### src/rtl/register_file_if.sv
`default_nettype none
// +--------------------------------------------------------------------------+
// | Interface : register_file_if                                             |
// | Purpose   : Bundles the write port and the handshaked dual-operand read  |
// |             port of the register file.                                   |
// | Signals   : wr_en/wr_addr/wr_data        - synchronous write port        |
// |             rd_req/rd_addr_a/rd_addr_b   - read request and addresses    |
// |             rd_gnt                       - request accepted this cycle   |
// |             rd_valid/rd_ready            - output-stage handshake        |
// |             rd_data_a/rd_data_b          - registered operands           |
// | Modports  : master (decoder/writeback side), slave (register file)       |
// | Revision  : 1.0 - initial release                                        |
// +--------------------------------------------------------------------------+
interface register_file_if #(
  parameter int WIDTH = 16,
  parameter int AW    = 3
);
  logic             wr_en;
  logic [AW-1:0]    wr_addr;
  logic [WIDTH-1:0] wr_data;
  logic             rd_req;
  logic [AW-1:0]    rd_addr_a;
  logic [AW-1:0]    rd_addr_b;
  logic             rd_gnt;
  logic             rd_valid;
  logic             rd_ready;
  logic [WIDTH-1:0] rd_data_a;
  logic [WIDTH-1:0] rd_data_b;

  modport master (
    output wr_en, wr_addr, wr_data,
    output rd_req, rd_addr_a, rd_addr_b, rd_ready,
    input  rd_gnt, rd_valid, rd_data_a, rd_data_b
  );

  modport slave (
    input  wr_en, wr_addr, wr_data,
    input  rd_req, rd_addr_a, rd_addr_b, rd_ready,
    output rd_gnt, rd_valid, rd_data_a, rd_data_b
  );
endinterface
`default_nettype wire

### src/rtl/register_file.sv
`default_nettype none
// +--------------------------------------------------------------------------+
// | Module    : register_file                                                |
// | Purpose   : DEPTH x WIDTH general-purpose register file with one         |
// |             synchronous write port and a registered dual-operand read    |
// |             port behind a valid/ready handshake.                         |
// | Ports     : clk   - rising-edge clock                                    |
// |             rst_n - asynchronous active-low reset (clears all state)     |
// |             bus   - register_file_if.slave (write port, read request,    |
// |                     rd_gnt, rd_valid/rd_ready, rd_data_a/rd_data_b)      |
// | Notes     : DEPTH must be a power of two and AW = clog2(DEPTH), so every |
// |             address decodes to a real entry.                             |
// | Revision  : 1.0 - initial release                                        |
// +--------------------------------------------------------------------------+
module register_file #(
  parameter int WIDTH = 16,
  parameter int DEPTH = 8,
  parameter int AW    = 3
) (
  input  wire logic        clk,
  input  wire logic        rst_n,
  register_file_if.slave   bus
);

  typedef enum logic [0:0] {
    ST_EMPTY = 1'b0,
    ST_FULL  = 1'b1
  } state_e;

  state_e           state_q;
  logic [WIDTH-1:0] rd_data_a_q;
  logic [WIDTH-1:0] rd_data_b_q;
  logic [WIDTH-1:0] op_a_d;
  logic [WIDTH-1:0] op_b_d;
  logic [WIDTH-1:0] mem_w [DEPTH];

  // ------------------------------------------------------------------------
  // Storage: one enable-gated register per entry. Every entry, including
  // address 0, is an ordinary writable register.
  // ------------------------------------------------------------------------
  for (genvar gi = 0; gi < DEPTH; gi++) begin : g_entry
    logic             wr_hit;
    logic [WIDTH-1:0] entry_q;

    assign wr_hit = bus.wr_en && (bus.wr_addr == AW'(gi));

    always_ff @(posedge clk or negedge rst_n) begin
      if (!rst_n) begin
        entry_q <= '0;
      end else if (wr_hit) begin
        entry_q <= bus.wr_data;
      end
    end

    assign mem_w[gi] = entry_q;
  end

  // ------------------------------------------------------------------------
  // Operand selection with write-to-read bypass: a write landing on the
  // same edge as the capture must be seen by the read, so a matching write
  // address forwards wr_data instead of the (stale) stored entry.
  // ------------------------------------------------------------------------
  always_comb begin
    op_a_d = mem_w[bus.rd_addr_a];
    op_b_d = mem_w[bus.rd_addr_b];
    if (bus.wr_en && (bus.wr_addr == bus.rd_addr_a)) begin
      op_a_d = bus.wr_data;
    end
    if (bus.wr_en && (bus.wr_addr == bus.rd_addr_b)) begin
      op_b_d = bus.wr_data;
    end
  end

  // ------------------------------------------------------------------------
  // Read-port state machine. The output data registers only load on an
  // accepted request, which gives snapshot semantics while stalled. On
  // FULL -> EMPTY the data keeps its last value (don't-care to consumers).
  // ------------------------------------------------------------------------
  always_ff @(posedge clk or negedge rst_n) begin
    if (!rst_n) begin
      state_q     <= ST_EMPTY;
      rd_data_a_q <= '0;
      rd_data_b_q <= '0;
    end else begin
      case (state_q)
        ST_EMPTY: begin
          if (bus.rd_req) begin
            state_q     <= ST_FULL;
            rd_data_a_q <= op_a_d;
            rd_data_b_q <= op_b_d;
          end
        end
        ST_FULL: begin
          if (bus.rd_ready) begin
            if (bus.rd_req) begin
              // Back-to-back: consumer drains and a new read lands together.
              rd_data_a_q <= op_a_d;
              rd_data_b_q <= op_b_d;
            end else begin
              state_q <= ST_EMPTY;
            end
          end
        end
        default: begin
          state_q <= ST_EMPTY;
        end
      endcase
    end
  end

  // Grant depends only on the output stage, never on addresses or data.
  assign bus.rd_gnt    = (state_q == ST_EMPTY) || bus.rd_ready;
  assign bus.rd_valid  = (state_q == ST_FULL);
  assign bus.rd_data_a = rd_data_a_q;
  assign bus.rd_data_b = rd_data_b_q;

endmodule
`default_nettype wire

### src/flat_wrapper.sv
// flat-port wrapper written by rule: the top's interface ports become plain ports
module register_file_flat 
#(
  parameter int WIDTH = 16,
  parameter int DEPTH = 8,
  parameter int AW    = 3
)
  (clk, rst_n, bus_wr_en, bus_wr_addr, bus_wr_data, bus_rd_req, bus_rd_addr_a, bus_rd_addr_b, bus_rd_ready, bus_rd_gnt, bus_rd_valid, bus_rd_data_a, bus_rd_data_b);
  register_file_if #(.WIDTH(WIDTH), .AW(AW)) bus_i ();
  input  wire logic clk;
  input  wire logic rst_n;
  input wire logic [$bits(bus_i.wr_en)-1:0] bus_wr_en;
  input wire logic [$bits(bus_i.wr_addr)-1:0] bus_wr_addr;
  input wire logic [$bits(bus_i.wr_data)-1:0] bus_wr_data;
  input wire logic [$bits(bus_i.rd_req)-1:0] bus_rd_req;
  input wire logic [$bits(bus_i.rd_addr_a)-1:0] bus_rd_addr_a;
  input wire logic [$bits(bus_i.rd_addr_b)-1:0] bus_rd_addr_b;
  input wire logic [$bits(bus_i.rd_ready)-1:0] bus_rd_ready;
  output wire logic [$bits(bus_i.rd_gnt)-1:0] bus_rd_gnt;
  output wire logic [$bits(bus_i.rd_valid)-1:0] bus_rd_valid;
  output wire logic [$bits(bus_i.rd_data_a)-1:0] bus_rd_data_a;
  output wire logic [$bits(bus_i.rd_data_b)-1:0] bus_rd_data_b;
  assign bus_i.wr_en = bus_wr_en;
  assign bus_i.wr_addr = bus_wr_addr;
  assign bus_i.wr_data = bus_wr_data;
  assign bus_i.rd_req = bus_rd_req;
  assign bus_i.rd_addr_a = bus_rd_addr_a;
  assign bus_i.rd_addr_b = bus_rd_addr_b;
  assign bus_i.rd_ready = bus_rd_ready;
  assign bus_rd_gnt = bus_i.rd_gnt;
  assign bus_rd_valid = bus_i.rd_valid;
  assign bus_rd_data_a = bus_i.rd_data_a;
  assign bus_rd_data_b = bus_i.rd_data_b;
  register_file #(.WIDTH(WIDTH), .DEPTH(DEPTH), .AW(AW)) u_core (.clk(clk), .rst_n(rst_n), .bus(bus_i));
endmodule
### config.mk
export PLATFORM = sky130hd
export DESIGN_NAME = register_file_flat
export DESIGN_NICKNAME = d
export VERILOG_FILES = /design/src/rtl/register_file_if.sv /design/src/rtl/register_file.sv /design/src/flat_wrapper.sv
export SDC_FILE = /design/constraint.sdc
export NUM_CORES = 1
export LEC_CHECK = 0
export CORE_ASPECT_RATIO = 2
export CORE_MARGIN = 2
export CORE_UTILIZATION = 50
export DETAILED_ROUTE_END_ITERATION = 12
export PLACE_DENSITY = 0.73
export SLEW_MARGIN = 5
export SYNTH_ARGS = -nofsm -noshare
export SYNTH_HDL_FRONTEND = slang
export SYNTH_SLANG_ARGS = --single-unit
export TNS_END_PERCENT = 100
### constraint.sdc
create_clock -name clk -period 1.4 [get_ports clk]
set_input_delay 0.35 -clock clk [delete_from_list [all_inputs] [get_ports clk]]
set_output_delay 0.35 -clock clk [all_outputs]
set_load 0.05 [all_outputs]
==> flow_summary.json <==
{
  "run_status": "finished, violations left",
  "failed_checks": "negative setup slack",
  "timing.critical_path.max_delay_family": "multiplexers",
  "yosys.cell_count.top_type": "sky130_fd_sc_hd__dfrtp_1",
  "max_cap_viol_count": 0,
  "synth_simple_gate_area_share_pct": 3.73,
  "worst-path-buf-inv": 0,
  "initial_utilization_pct": 51.0,
  "proportion_of_synthesized_area_in_mux_cells_pct": 38.6,
  "floorplan.rows": 66,
  "postSynthCellCount": 535,
  "drt_iter0_drc": 495,
  "portBuffers": 63,
  "cts.path.max_buffers": 2,
  "worst_slew_pin_slew_ns": 0.411,
  "io-pin-count": 64,
  "r2r-start": "u_core.g_entry[6].entry_q[3]",
  "clock_sink_count": 161,
  "tritoncts": "yes",
  "timing.final.ws_setup_ns": -0.159,
  "grt_antenna_before_repair": 0,
  "maximum_fanout_along_the_worst_path": 3,
  "clock.fmax_ghz": 0.642,
  "syn2layout_area_growth_pct": 32.6,
  "final.hold.worst_slack_ns": 0.381,
  "slew_viol_final": 0,
  "placeableCoreArea_um2": 16300,
  "reg2reg_slack_ns": -0.16,
  "final_wirelength_um": 23700,
  "route.detailed.wl_per_inst_um": 27.6,
  "ant_diodes": 0,
  "number_of_enable_type_register_cells_in_the_synthesized_netlist": 0,
  "synth.top_cells.by_count": "sky130_fd_sc_hd__dfrtp_1 (161), sky130_fd_sc_hd__mux2_2 (128), sky130_fd_sc_hd__mux4_2 (64)",
  "compound_gate_fraction_of_synth_area_pct": 3.86,
  "synth_fp_nets": 565,
  "gr-usage-all-layers_pct": 27.2,
  "setup_repair_after_global_routing_missed_its_margin": "yes",
  "final-hold-violation-count": 0,
  "drt_first_pass_iters": 5,
  "synth-seq-area-share_pct": 48.6,
  "worstPathCellList": "mux4_2, mux2i_2, nor3_1, a221o_1",
  "synth-xor-area-share_pct": 0.634,
  "hpwlAfterDp_um": 14800,
  "place.gp.congestion": 0.828,
  "synth_adder_area_share_pct": 0,
  "biggest_area_consumer_among_synthesized_cells": "sky130_fd_sc_hd__dfrtp_1",
  "cts.htree.levels": 4,
  "timing.slew.headroom_pct": 72.5,
  "die_width_um": 95.1,
  "yosysWarningCount": 0,
  "setup-tns-final_ns": -2.80,
  "per_instance_average_area_after_synthesis_um2": 15.5,
  "worst_r2r_endpoint": "u_core.bus.rd_data_a[3]",
  "final_antenna_net_count": 0,
  "cts.clk_slew.worst_paths_ns": 0.06,
  "grt_remaining_overflow": 0,
  "cts-buffers-inserted": 17,
  "pwr_density_cell_nw_per_um2": 1510,
  "nNetsFinal": 673,
  "finalSetupViolations": 36,
  "timing.setup.critical_path_class": "register to register",
  "first_pass_grt_wire_length_um": 34500,
  "critical_path.slowest_cell": "sky130_fd_sc_hd__mux4_2",
  "worst_ep_required_time_ns": 1.71,
  "vdd_ir_drop_max_v": 0.000901,
  "synthFlopType": "sky130_fd_sc_hd__dfrtp_1",
  "postLayoutCoreUtil_pct": 67.6,
  "vias_in_the_first_global_route": 6101,
  "grt_start_max_net_pins": 45,
  "crit_path_max_incr_delay_ns": 0.48,
  "static-leakage-power_nw": 4.69,
  "synth_largest_type_area_fraction_pct": 48.6,
  "worstSkewPairLatency_ns": 0.42,
  "via_per_inst": 6.54,
  "vias_post_dr": 5617,
  "timing.reg2reg.worst_path_depth": 4,
  "synth_top_cells_by_area": "sky130_fd_sc_hd__dfrtp_1 (49%), sky130_fd_sc_hd__mux2_2 (17%), sky130_fd_sc_hd__mux4_2 (17%)",
  "drive_gt1_share_pct": 56.0,
  "num-fill-cells": 1042,
  "ys_ff_latch": 161,
  "finalWorstPathRequiredPeriod_ns": 1.56,
  "dieArea_um2": 17700,
  "asyncSetResetFlopFracSynth_pct": 100,
  "netlist_area_um2": 8290,
  "hp-class": "input pin to asynchronous set/reset pin",
  "root_buffer": "sky130_fd_sc_hd__clkbuf_16",
  "final_min_period_over_clock_period_pct": 111,
  "worst_setup_sp_type": "register",
  "worst-endpoint-arrival_ns": 1.87,
  "clock_skew_ns": 0.00470,
  "synth.distinct_cells": 20,
  "remaining_drc_errors": 0,
  "power.total_mw": 16.6,
  "synth_top_family_by_area": "multiplexers",
  "die-height_um": 186,
  "pre_cts_ws_ns": -0.909,
  "kind_of_capture_point_of_the_worst_setup_path": "register"
}
## cell families (layout without fill, tap and decap cells)
logic type / Yosys count / after routing
muxes: 224 / 224
xor gates and xnor gates: 6 / 6
AOI/OAI and AO/OA: 32 / 32
DFF: 161 / 161
buffers and inverters: 63 / 183
and+or+nand+nor: 49 / 49
## where the power goes
group / switching (mW) / internal, mW
sequential: 1.01 / 5.75
clock: 1.86 / 2.43
combinational: 2.29 / 3.27
## worst reg2reg max path, cell delays in order, from the launching register on
cell	delay [ns]
sky130_fd_sc_hd__dfrtp_1	0.40
sky130_fd_sc_hd__mux4_2	0.48
sky130_fd_sc_hd__mux2i_2	0.24
sky130_fd_sc_hd__nor3_1	0.07
sky130_fd_sc_hd__a221o_1	0.26
## timing repair
item / in CTS / in global routing
setup endpoints to repair: 165 / 74
setup buffers: 12 / 11
endpoints found under the hold margin: 21 / 0
cloned: 3 / 4
resized for setup: 44 / 11
pin swaps: 9 / 3
hold buffers: 1 / 0
## sequential cells by signal, indices dropped and copies added, names as in the netlist
signal and cells:
u_core.bus.rd_data_a 16, u_core.bus.rd_data_b 16, u_core.bus.rd_valid 1, u_core.g_entry.entry_q 128
## worst max path at each step
stage / from / endpoint / cells after the start
after CTS: u_core.g_entry[7].entry_q[3] / u_core.bus.rd_data_a[3] / 4
after global placement: bus_rd_addr_a[2] / u_core.bus.rd_data_a[3] / 6
after global routing: u_core.g_entry[7].entry_q[7] / u_core.bus.rd_data_b[7] / 4
after floorplan: bus_wr_addr[1] / u_core.bus.rd_data_b[10] / 8
after detailed placement: bus_rd_addr_a[2] / u_core.bus.rd_data_a[3] / 6
final: u_core.g_entry[6].entry_q[3] / u_core.bus.rd_data_a[3] / 4
## layout make-up
cell class | instances | area (µm²) | area share, %
Tap cell | 204 | 255 | 2.32
Clock inverter | 9 | 58.8 | 0.535
Timing Repair Buffer | 152 | 2050 | 18.6
Sequential cell | 161 | 4030 | 36.7
Multi-Input combinational cell | 311 | 4120 | 37.5
Clock buffer | 22 | 484 | 4.40
## cell usage in the layout (no fill, tap or decap)
| master | Yosys | final |
|---|---|---|
| sky130_fd_sc_hd__a221o_1 | 32 | 32 |
| sky130_fd_sc_hd__and4_4 | 0 | 2 |
| sky130_fd_sc_hd__buf_12 | 0 | 54 |
| sky130_fd_sc_hd__buf_16 | 0 | 1 |
| sky130_fd_sc_hd__buf_4 | 7 | 49 |
| sky130_fd_sc_hd__buf_6 | 14 | 13 |
| sky130_fd_sc_hd__buf_8 | 0 | 4 |
| sky130_fd_sc_hd__bufbuf_16 | 0 | 1 |
| sky130_fd_sc_hd__clkbuf_1 | 14 | 1 |
| sky130_fd_sc_hd__clkbuf_16 | 0 | 20 |
| sky130_fd_sc_hd__clkbuf_2 | 0 | 1 |
| sky130_fd_sc_hd__clkbuf_8 | 0 | 4 |
| sky130_fd_sc_hd__clkdlybuf4s15_1 | 0 | 1 |
| sky130_fd_sc_hd__clkdlybuf4s50_1 | 0 | 18 |
| sky130_fd_sc_hd__clkinv_2 | 0 | 4 |
| sky130_fd_sc_hd__clkinv_4 | 0 | 1 |
| sky130_fd_sc_hd__clkinvlp_4 | 0 | 4 |
| sky130_fd_sc_hd__dfrtp_1 | 161 | 158 |
| sky130_fd_sc_hd__dfrtp_2 | 0 | 3 |
| sky130_fd_sc_hd__dlygate4sd2_1 | 0 | 6 |
| sky130_fd_sc_hd__dlygate4sd3_1 | 0 | 1 |
| sky130_fd_sc_hd__mux2_2 | 128 | 89 |
| sky130_fd_sc_hd__mux2_4 | 0 | 39 |
| sky130_fd_sc_hd__mux2i_1 | 32 | 28 |
| sky130_fd_sc_hd__mux2i_2 | 0 | 3 |
| sky130_fd_sc_hd__mux2i_4 | 0 | 1 |
| sky130_fd_sc_hd__mux4_2 | 64 | 64 |
| sky130_fd_sc_hd__nand2_1 | 2 | 1 |
| sky130_fd_sc_hd__nand2_8 | 0 | 1 |
| sky130_fd_sc_hd__nand2b_1 | 3 | 1 |
| sky130_fd_sc_hd__nand2b_4 | 0 | 2 |
| sky130_fd_sc_hd__nand4_1 | 1 | 1 |
| sky130_fd_sc_hd__nand4b_1 | 3 | 3 |
| sky130_fd_sc_hd__nor2b_4 | 2 | 2 |
| sky130_fd_sc_hd__nor3_1 | 32 | 31 |
| sky130_fd_sc_hd__nor3_2 | 2 | 1 |
| sky130_fd_sc_hd__nor3_4 | 0 | 2 |
| sky130_fd_sc_hd__nor3b_4 | 0 | 2 |
| sky130_fd_sc_hd__xnor2_1 | 6 | 6 |
## metrics by stage
step / std cells / cell area [µm²]
2_1_floorplan: 535 / 8670
3_3_place_gp: 798 / 9940
3_5_place_dp: 798 / 9940
4_1_cts: 845 / 10800
5_1_grt: 859 / 11000
6_report: 859 / 11000
## metal layers
| metal | share of wire [%] | up-vias | GRT usage [%] |
|---|---|---|---|
| li1 | - | 2301 | - |
| met1 | 34 | 2978 | 30.0 |
| met2 | 55 | 264 | 48.0 |
| met3 | 5.1 | 74 | 5.00 |
| met4 | 5.1 | 0 | 16.1 |
| met5 | 0 | - | 0 |
(Power assumes the default switching activity.)
